**src/rtl/addsub_pipe_nbit_pkg.sv**
```systemverilog
// Shared types and defaults for the pipelined add/subtract unit.
// Latency: n/a (package only).
// Backpressure: n/a (package only).
package addsub_pipe_nbit_pkg;

    // Datapath width shared with the surrounding FIR stages.
    localparam int DATA_WIDTH     = 16;
    localparam int NUM_STAGES_DEF = 4;
    localparam bit SIGNED_SAT_DEF = 1'b1;

    // Bit 0 selects subtract, bit 1 selects saturation.
    typedef enum logic [1:0] {
        OP_ADD     = 2'b00,
        OP_SUB     = 2'b01,
        OP_ADD_SAT = 2'b10,
        OP_SUB_SAT = 2'b11
    } op_e;

    function automatic logic op_is_sub(input op_e op);
        return op[0];
    endfunction

    function automatic logic op_is_sat(input op_e op);
        return op[1];
    endfunction

endpackage

```
**src/rtl/addsub_seg.sv**
```systemverilog
// One carry-chain segment: sum = a + b + cin, plus segment MSBs for overflow.
// Latency: combinational.
// Backpressure: none (pure logic, the enclosing pipeline stage holds it).
// Ports: a, b operand segments; cin carry in; sum, cout; a_msb, b_msb top operand bits.
module addsub_seg #(
    parameter int SEG_W = 4
) (
    input  logic [SEG_W-1:0] a,
    input  logic [SEG_W-1:0] b,
    input  logic             cin,
    output logic [SEG_W-1:0] sum,
    output logic             cout,
    output logic             a_msb,
    output logic             b_msb
);

    assign {cout, sum} = {1'b0, a} + {1'b0, b} + {{SEG_W{1'b0}}, cin};
    assign a_msb       = a[SEG_W-1];
    assign b_msb       = b[SEG_W-1];

endmodule

```
**src/rtl/addsub_pipe_nbit.sv**
```systemverilog
// Pipelined add/sub (wrap/saturate) with carry and overflow flags; carry chain split per stage.
// Latency: NUM_STAGES cycles accept-to-valid_o, one op per cycle.
// Backpressure: whole pipe stalls when valid_o && !ready_i; ready_o = !valid_o || ready_i.
// Ports: clk_i, rst_i (async, high); valid_i/ready_o/a_i/b_i/op_i in; valid_o/ready_i/s_o/carry_o/ovf_o out.
module addsub_pipe_nbit #(
    parameter int DATA_WIDTH = addsub_pipe_nbit_pkg::DATA_WIDTH,
    parameter int NUM_STAGES = addsub_pipe_nbit_pkg::NUM_STAGES_DEF,
    parameter bit SIGNED_SAT = addsub_pipe_nbit_pkg::SIGNED_SAT_DEF
) (
    input  logic                  clk_i,
    input  logic                  rst_i,
    input  logic                  valid_i,
    output logic                  ready_o,
    input  logic [DATA_WIDTH-1:0] a_i,
    input  logic [DATA_WIDTH-1:0] b_i,
    input  logic [1:0]            op_i,
    output logic                  valid_o,
    input  logic                  ready_i,
    output logic [DATA_WIDTH-1:0] s_o,
    output logic                  carry_o,
    output logic                  ovf_o
);
    import addsub_pipe_nbit_pkg::*;

    localparam int W     = DATA_WIDTH;
    localparam int SEG_W = DATA_WIDTH / NUM_STAGES;
    localparam logic [W-1:0] S_MIN = {1'b1, {(W-1){1'b0}}};
    localparam logic [W-1:0] S_MAX = ~S_MIN;

    if ((NUM_STAGES < 1) || (NUM_STAGES > DATA_WIDTH)) begin : g_bad_stages
        $error("addsub_pipe_nbit: NUM_STAGES must be in 1..DATA_WIDTH");
    end
    if ((DATA_WIDTH % NUM_STAGES) != 0) begin : g_bad_width
        $error("addsub_pipe_nbit: DATA_WIDTH must be divisible by NUM_STAGES");
    end

    // Stage registers. Index k holds the result of carry segment k; the last
    // index drives the outputs. Operands ride along so later stages can pick
    // their own segment; st_s accumulates finished low segments.
    logic         st_vld [NUM_STAGES];
    op_e          st_op  [NUM_STAGES];
    logic [W-1:0] st_a   [NUM_STAGES];
    logic [W-1:0] st_b   [NUM_STAGES];
    logic [W-1:0] st_s   [NUM_STAGES];
    logic         st_c   [NUM_STAGES];
    logic         ovf_q;

    logic         nxt_vld [NUM_STAGES];
    op_e          nxt_op  [NUM_STAGES];
    logic [W-1:0] nxt_a   [NUM_STAGES];
    logic [W-1:0] nxt_b   [NUM_STAGES];
    logic [W-1:0] nxt_s   [NUM_STAGES];
    logic         nxt_c   [NUM_STAGES];
    logic         nxt_ovf;

    logic adv;

    assign adv     = !valid_o || ready_i;
    assign ready_o = adv;

    for (genvar k = 0; k < NUM_STAGES; k++) begin : g_stage
        logic         in_vld;
        op_e          in_op;
        logic [W-1:0] in_a;
        logic [W-1:0] in_b;
        logic [W-1:0] in_s;
        logic         in_c;
        logic [SEG_W-1:0] seg_sum;
        logic         seg_cout;
        logic         seg_a_msb;
        logic         seg_b_msb;
        logic [W-1:0] s_mix;

        if (k == 0) begin : g_in
            // Subtract is A + ~B + 1: invert B once here and seed carry-in.
            assign in_vld = valid_i;
            assign in_op  = op_e'(op_i);
            assign in_a   = a_i;
            assign in_b   = op_is_sub(op_e'(op_i)) ? ~b_i : b_i;
            assign in_s   = '0;
            assign in_c   = op_is_sub(op_e'(op_i));
        end else begin : g_in
            assign in_vld = st_vld[k-1];
            assign in_op  = st_op[k-1];
            assign in_a   = st_a[k-1];
            assign in_b   = st_b[k-1];
            assign in_s   = st_s[k-1];
            assign in_c   = st_c[k-1];
        end

        addsub_seg #(
            .SEG_W (SEG_W)
        ) u_seg (
            .a     (in_a[k*SEG_W +: SEG_W]),
            .b     (in_b[k*SEG_W +: SEG_W]),
            .cin   (in_c),
            .sum   (seg_sum),
            .cout  (seg_cout),
            .a_msb (seg_a_msb),
            .b_msb (seg_b_msb)
        );

        always_comb begin
            s_mix                      = in_s;
            s_mix[k*SEG_W +: SEG_W]    = seg_sum;
        end

        assign nxt_vld[k] = in_vld;
        assign nxt_op[k]  = in_op;
        assign nxt_a[k]   = in_a;
        assign nxt_b[k]   = in_b;
        assign nxt_c[k]   = seg_cout;

        if (k == NUM_STAGES - 1) begin : g_last
            logic         sgn_ovf;
            logic         is_sub;
            logic         is_sat;
            logic [W-1:0] s_fin;

            // Top segment sees the full-word MSBs, so signed overflow is
            // decided here from the operand signs and the sum sign.
            assign sgn_ovf = (seg_a_msb == seg_b_msb) && (seg_sum[SEG_W-1] != seg_a_msb);
            assign is_sub  = op_is_sub(in_op);
            assign is_sat  = op_is_sat(in_op);

            always_comb begin
                s_fin = s_mix;
                if (is_sat) begin
                    if (SIGNED_SAT) begin
                        if (sgn_ovf) begin
                            s_fin = seg_a_msb ? S_MIN : S_MAX;
                        end
                    end else begin
                        if (!is_sub && seg_cout) begin
                            s_fin = '1;
                        end else if (is_sub && !seg_cout) begin
                            s_fin = '0;
                        end
                    end
                end
            end

            assign nxt_s[k] = s_fin;
            // Unsigned mode reports carry for add and borrow (no carry) for sub.
            assign nxt_ovf  = SIGNED_SAT ? sgn_ovf : (is_sub ? !seg_cout : seg_cout);
        end else begin : g_mid
            assign nxt_s[k] = s_mix;
        end
    end

    always_ff @(posedge clk_i or posedge rst_i) begin
        if (rst_i) begin
            for (int k = 0; k < NUM_STAGES; k++) begin
                st_vld[k] <= 1'b0;
                st_op[k]  <= OP_ADD;
                st_a[k]   <= '0;
                st_b[k]   <= '0;
                st_s[k]   <= '0;
                st_c[k]   <= 1'b0;
            end
            ovf_q <= 1'b0;
        end else if (adv) begin
            for (int k = 0; k < NUM_STAGES; k++) begin
                st_vld[k] <= nxt_vld[k];
                st_op[k]  <= nxt_op[k];
                st_a[k]   <= nxt_a[k];
                st_b[k]   <= nxt_b[k];
                st_s[k]   <= nxt_s[k];
                st_c[k]   <= nxt_c[k];
            end
            ovf_q <= nxt_ovf;
        end
    end

    assign valid_o = st_vld[NUM_STAGES-1];
    assign s_o     = st_s[NUM_STAGES-1];
    assign carry_o = st_c[NUM_STAGES-1];
    assign ovf_o   = ovf_q;

endmodule

```
**config.mk**
```make
export PLATFORM = sky130hd
export DESIGN_NAME = addsub_pipe_nbit
export DESIGN_NICKNAME = d
export VERILOG_FILES = /design/src/rtl/addsub_pipe_nbit_pkg.sv /design/src/rtl/addsub_seg.sv /design/src/rtl/addsub_pipe_nbit.sv
export SDC_FILE = /design/constraint.sdc
export NUM_CORES = 1
export LEC_CHECK = 0
export CORE_MARGIN = 10
export CORE_UTILIZATION = 55
export CTS_CLUSTER_DIAMETER = 120
export DETAILED_ROUTE_END_ITERATION = 6
export GPL_ROUTABILITY_DRIVEN = 0
export PLACE_DENSITY_LB_ADDON = 0.08
export SYNTH_ARGS = -nofsm -noshare
export SYNTH_HDL_FRONTEND = slang
export SYNTH_SLANG_ARGS = --single-unit
```
**constraint.sdc**
```tcl
create_clock -name clk_i -period 5.5 [get_ports clk_i]
set_clock_uncertainty 0.05 [all_clocks]
set_input_delay 0.55 -clock clk_i [delete_from_list [all_inputs] [get_ports clk_i]]
set_output_delay 0.55 -clock clk_i [all_outputs]
set_load 0.02 [all_outputs]
```
**After elaboration in Yosys (flattened, before gate mapping)**

Cells that the tools add are included.

- Add/sub/neg operators: 8
- Equal/unequal tests: 2
- Mux-type cells: 4
- Bitwise operators: 1
- Reductions and logical operators: 3

Operators by type and width:

| cell | number |
|---|---|
| $mux 16 | 4 |
| $add 4x4->5 | 4 |
| $add 5x1->5 | 4 |
| $not 16->16 | 1 |
| $eq 1x1->1 | 1 |
| $logic_and 1x1->1 | 1 |
| $logic_not 1->1 | 1 |
| $logic_or 1x1->1 | 1 |
| $ne 1x1->1 | 1 |

- Register bits: 151
- Logic and storage cells: 40

**Depth between registers and ports, before layout**

- Depth after elaboration: 6
- Gate-level depth with buffers: 7

**Modules after synthesis**

From an unflattened synthesis, not the netlist that was laid out.

- Cell total of the unflattened synthesis: 526
- Area, all modules: 4822.1 um2

By module, submodules not included:

| module | instances | cells each | area each (um2) | sequential area each (um2) |
|---|---|---|---|---|
| addsub_pipe_nbit | 1 | 454 | 4186.5 | 2502.4 |
| addsub_seg | 4 | 18 | 158.9 | 0.0 |

**Worst setup path before layout**

Ideal clock, no wire load.

- Path kind: input port to flip-flop
- Start point: input port op_i[0]
- End point: register st_s (netlist bit g_stage[1].in_s[3])
- Library setup time: 120 ps
- Arrival time: 2069 ps
- Required time: 5330 ps
- Setup slack: 3261 ps
- Stages on the path: 7
- Path through: buf_6 > buf_2 > xor2_1 > ha_1 > and2_1 > a2111o_1 > and3_1

- Longest elaborated chain between the ends: 3

Ends and longest elaborated chain:

| item | line | RTL |
|---|---|---|
| start: declaration | addsub_pipe_nbit.sv:16 | `input logic [1:0] op_i,` |
| $mux 16 | addsub_pipe_nbit.sv:79 | `assign in_b = op_is_sub(op_e'(op_i)) ? ~b_i : b_i;` |
| $add 4x4->5 | addsub_seg.sv:17 | `assign {cout, sum} = {1'b0, a} + {1'b0, b} + {{SEG_W{1'b0}}, cin};` |
| $add 5x1->5 (*) | addsub_seg.sv:17 |  |
| end signal: indexed assignment | addsub_pipe_nbit.sv:168 | `st_s[k] <= nxt_s[k];` |
| end: declaration | addsub_pipe_nbit.sv:44 | `logic [W-1:0] st_s [NUM_STAGES];` |

Mark *: on every way between the ends. The rest lies on a longest branch, timed or not.
A chain may end at the register's enable or synchronous reset.

**Worst setup path after layout**

- Start point: input port ready_i
- End point: output port ready_o

- Longest elaborated chain between the ends: 1

Ends and longest elaborated chain:

| item | line | RTL |
|---|---|---|
| start: declaration | addsub_pipe_nbit.sv:18 | `input logic ready_i,` |
| $logic_or 1x1->1 | addsub_pipe_nbit.sv:58 | `assign adv = !valid_o \|\| ready_i;` |
| end: declaration | addsub_pipe_nbit.sv:13 | `output logic ready_o,` |

Every way passes these cells.

==> results.ini <==
[run_status]
status=completed

[power]
p_seq_share_pct=41.6
power_frac_comb_pct=39.7
leakage_nw=2.639
power.internal_w=0.001901
powerDensity_nw_per_um2=552.6
vdd_drop_max_v=0.0001906
p_sw_w=0.001107
clkPwrFrac_pct=18.7
swShare_pct=36.80

[worst_setup_path]
cp-end-kind=output pin
start_kind=input pin
crit_fanout=28
cp.arrival_ps=2180
crit_type=in2out
required_ps=4900
ff2ff_path_depth=4

[logic_synthesis]
synthCells=482
synth_ff_type=dfrtp_1
synthTopCellsByArea=dfrtp_1, nand2_1, ha_1
synth_nets=539
async_flop_share_pct=100.0
synth_edf_count=0
yosysUniqueCellTypes=43
netlist.area_leader.share_pct=54.24
syn_area_per_cell_um2=9.571
ys_seq_area_share_pct=54.24
ys_ff_latch=100
yosysTopAreaCell=dfrtp_1
syn_area_um2=4613
synth_warnings=0

[global_route]
grt_pass1_vias=3237
grt_max_degree=110
antenna_found_initial=0
track_usage_pct=14.11
grt-ovfl-total=0
grt_pass1_wl_um=15160

[cells_and_area]
syn2layout_area_growth_pct=18.01
diodes=0
drive_gt1_share_pct=6.591
nets=583
final_area_um2=5444

[place]
dpl_cell_area_um2=5196
dp_hpwl_um=5939
port_buffers=57
pre_cts_ws_ps=2462

[detailed_routing]
avgRoutedWirePerCell_um=13.58
wl_met3_um=376
drc=0
topRoutingLayerUsed=met4
dr.pass1.iters=4
via_per_inst=5.082
wirelength_met1_um=4121
totalWireLength_um=8639
ant_nets=0
wl_met2_um=4027
vias=3232
drt_iter0_drc=125

[sta]
slew_headroom_pct=30.25
fin_ws_ps=2716
holdWs_ps=420.7
slew_violations=0
period_needed_ps=2784
max_freq_mhz=359.2
hold_viol_final=0
finalSetupViolCount=0
rsz0062_at_grt=no
fin_tns_setup_ps=0
worst_slew_pin_slew_ps=1046
fin_crit_sh_pct=50.61

[floorplanning]
die_x_um=111.6
rows=33
die_h_um=111.6
core_um2=8175
start_util_pct=56.43
dieArea_um2=12450
io_pins=58

[clock_network]
clk_path_buf_depth=2
clkTransAtPathRegs_ps=90
ctsRootBufferMaster=clkbuf_8
post_cts_buffers=0
cts_tree=yes
h-tree-depth=3
clock_latency_ps=360
numCtsBuffers=9
postCtsHoldBufs=0
cts.repair.resized=0
cts_sinks=100

[job]
maxCapViolCount=0

[worst_hold_path]
min_path_cells=2
hp-class=reg2reg

[final cells by class]
class,count,area [µm²]
Timing Repair Buffer,60,593.1
Fill cell,706,2731
Inverter,13,51.30
Tap cell,105,131.4
Multi-Input combinational cell,342,1918
Clock buffer,11,141.4
Sequential cell,100,2502
Clock inverter,5,106.4
[routing by layer]
metal,vias to the layer above,GRT usage [%]
met2,64,21.96
met3,10,2.952
li1,1637,-
met4,0,5.227
met5,-,0
met1,1521,18.99
[kinds of logic after synthesis]
kind of cell	count (synthesis)	share of synthesized area, %
adder cells (fa/ha/maj)	19	6.292
AND/OR/NAND/NOR	242	21.26
XOR/XNOR	19	3.607
buffers and inverters	40	4.285
flip-flops	100	54.24
multiplexers	3	0.7593
AO/OA/AOI/OAI	59	9.547
[metrics by stage]
stage          power, W  cells  utilization, %
2_1_floorplan  0.002101    482               -
3_3_place_gp   0.002425    620           63.56
3_5_place_dp   0.002479    620           63.56
4_1_cts        0.003043    636           66.59
5_1_grt        0.003268    636           66.59
6_report       0.003008    636           66.59
[cell usage after synthesis, types with 2 or more instances]
| cell | number |
|---|---|
| a31oi_1 | 2 |
| o21ai_0 | 14 |
| nand3_1 | 2 |
| nand2b_1 | 2 |
| clkbuf_1 | 10 |
| fa_1 | 7 |
| dfrtp_1 | 100 |
| nand2_1 | 213 |
| buf_2 | 11 |
| and3_1 | 2 |
| o211ai_2 | 10 |
| a21oi_1 | 9 |
| o2111ai_1 | 2 |
| o311ai_1 | 3 |
| a21o_1 | 5 |
| ha_1 | 12 |
| xnor2_1 | 14 |
| nor2b_1 | 4 |
| buf_6 | 4 |
| nor2_1 | 8 |
| o21ai_1 | 7 |
| xor2_1 | 5 |
| inv_1 | 12 |
| or4_1 | 2 |
| o211ai_1 | 3 |
| mux2i_1 | 2 |
[path summary, 6_finish.rpt]
kind                                        to  slack, ps                 from
setup / recovery                       ready_o       2720              ready_i
hold / removal               g_stage[3].in_vld        420    g_stage[3].in_vld
setup reg to reg                       s_o[12]       3310  g_stage[3].in_a[12]
hold reg to reg              g_stage[3].in_vld        420    g_stage[3].in_vld
max in group asynchronous   g_stage[1].in_b[5]       3790                rst_i
min in group asynchronous  g_stage[2].in_op[1]        570                rst_i
[sequential cells by signal, summed over array words and instances, names as in the netlist]
register,cells
valid_o,1
g_stage.in_a,24
g_stage.in_b,24
g_stage.in_vld,3
carry_o,1
g_stage.in_c,3
s_o,16
g_stage.in_op,3
ovf_o,1
g_stage.in_s,24
[placed cells by master (no fill, tap or decap), drive strengths merged, types with 3 or more instances in the layout]
cell type	n
xnor2	14
a21o	5
dfrtp	100
xor2	5
o311ai	3
clkbuf	11
clkdlybuf4s50	57
nand2	213
bufinv	3
nor2	8
a21oi	9
inv	14
buf	3
o211ai	14
ha	12
o21ai	21
fa	7
nor2b	5
[worst max-delay path: stages]
cell and delay, ps:
clkdlybuf4s50_1 520, nor2b_4 50, inv_2 350, clkdlybuf4s50_1 700
[power by group through the flow]
stage	Combinational, W	Sequential [W]	Clock, W
after global routing	0.00136	0.00130	0.000605
after detailed placement	0.00121	0.00127	0
after global placement	0.00117	0.00125	0
after floorplan	0.000796	0.00130	0
final	0.00119	0.00125	0.000564
after CTS	0.00122	0.00125	0.000573
(Power assumes the default switching activity.)
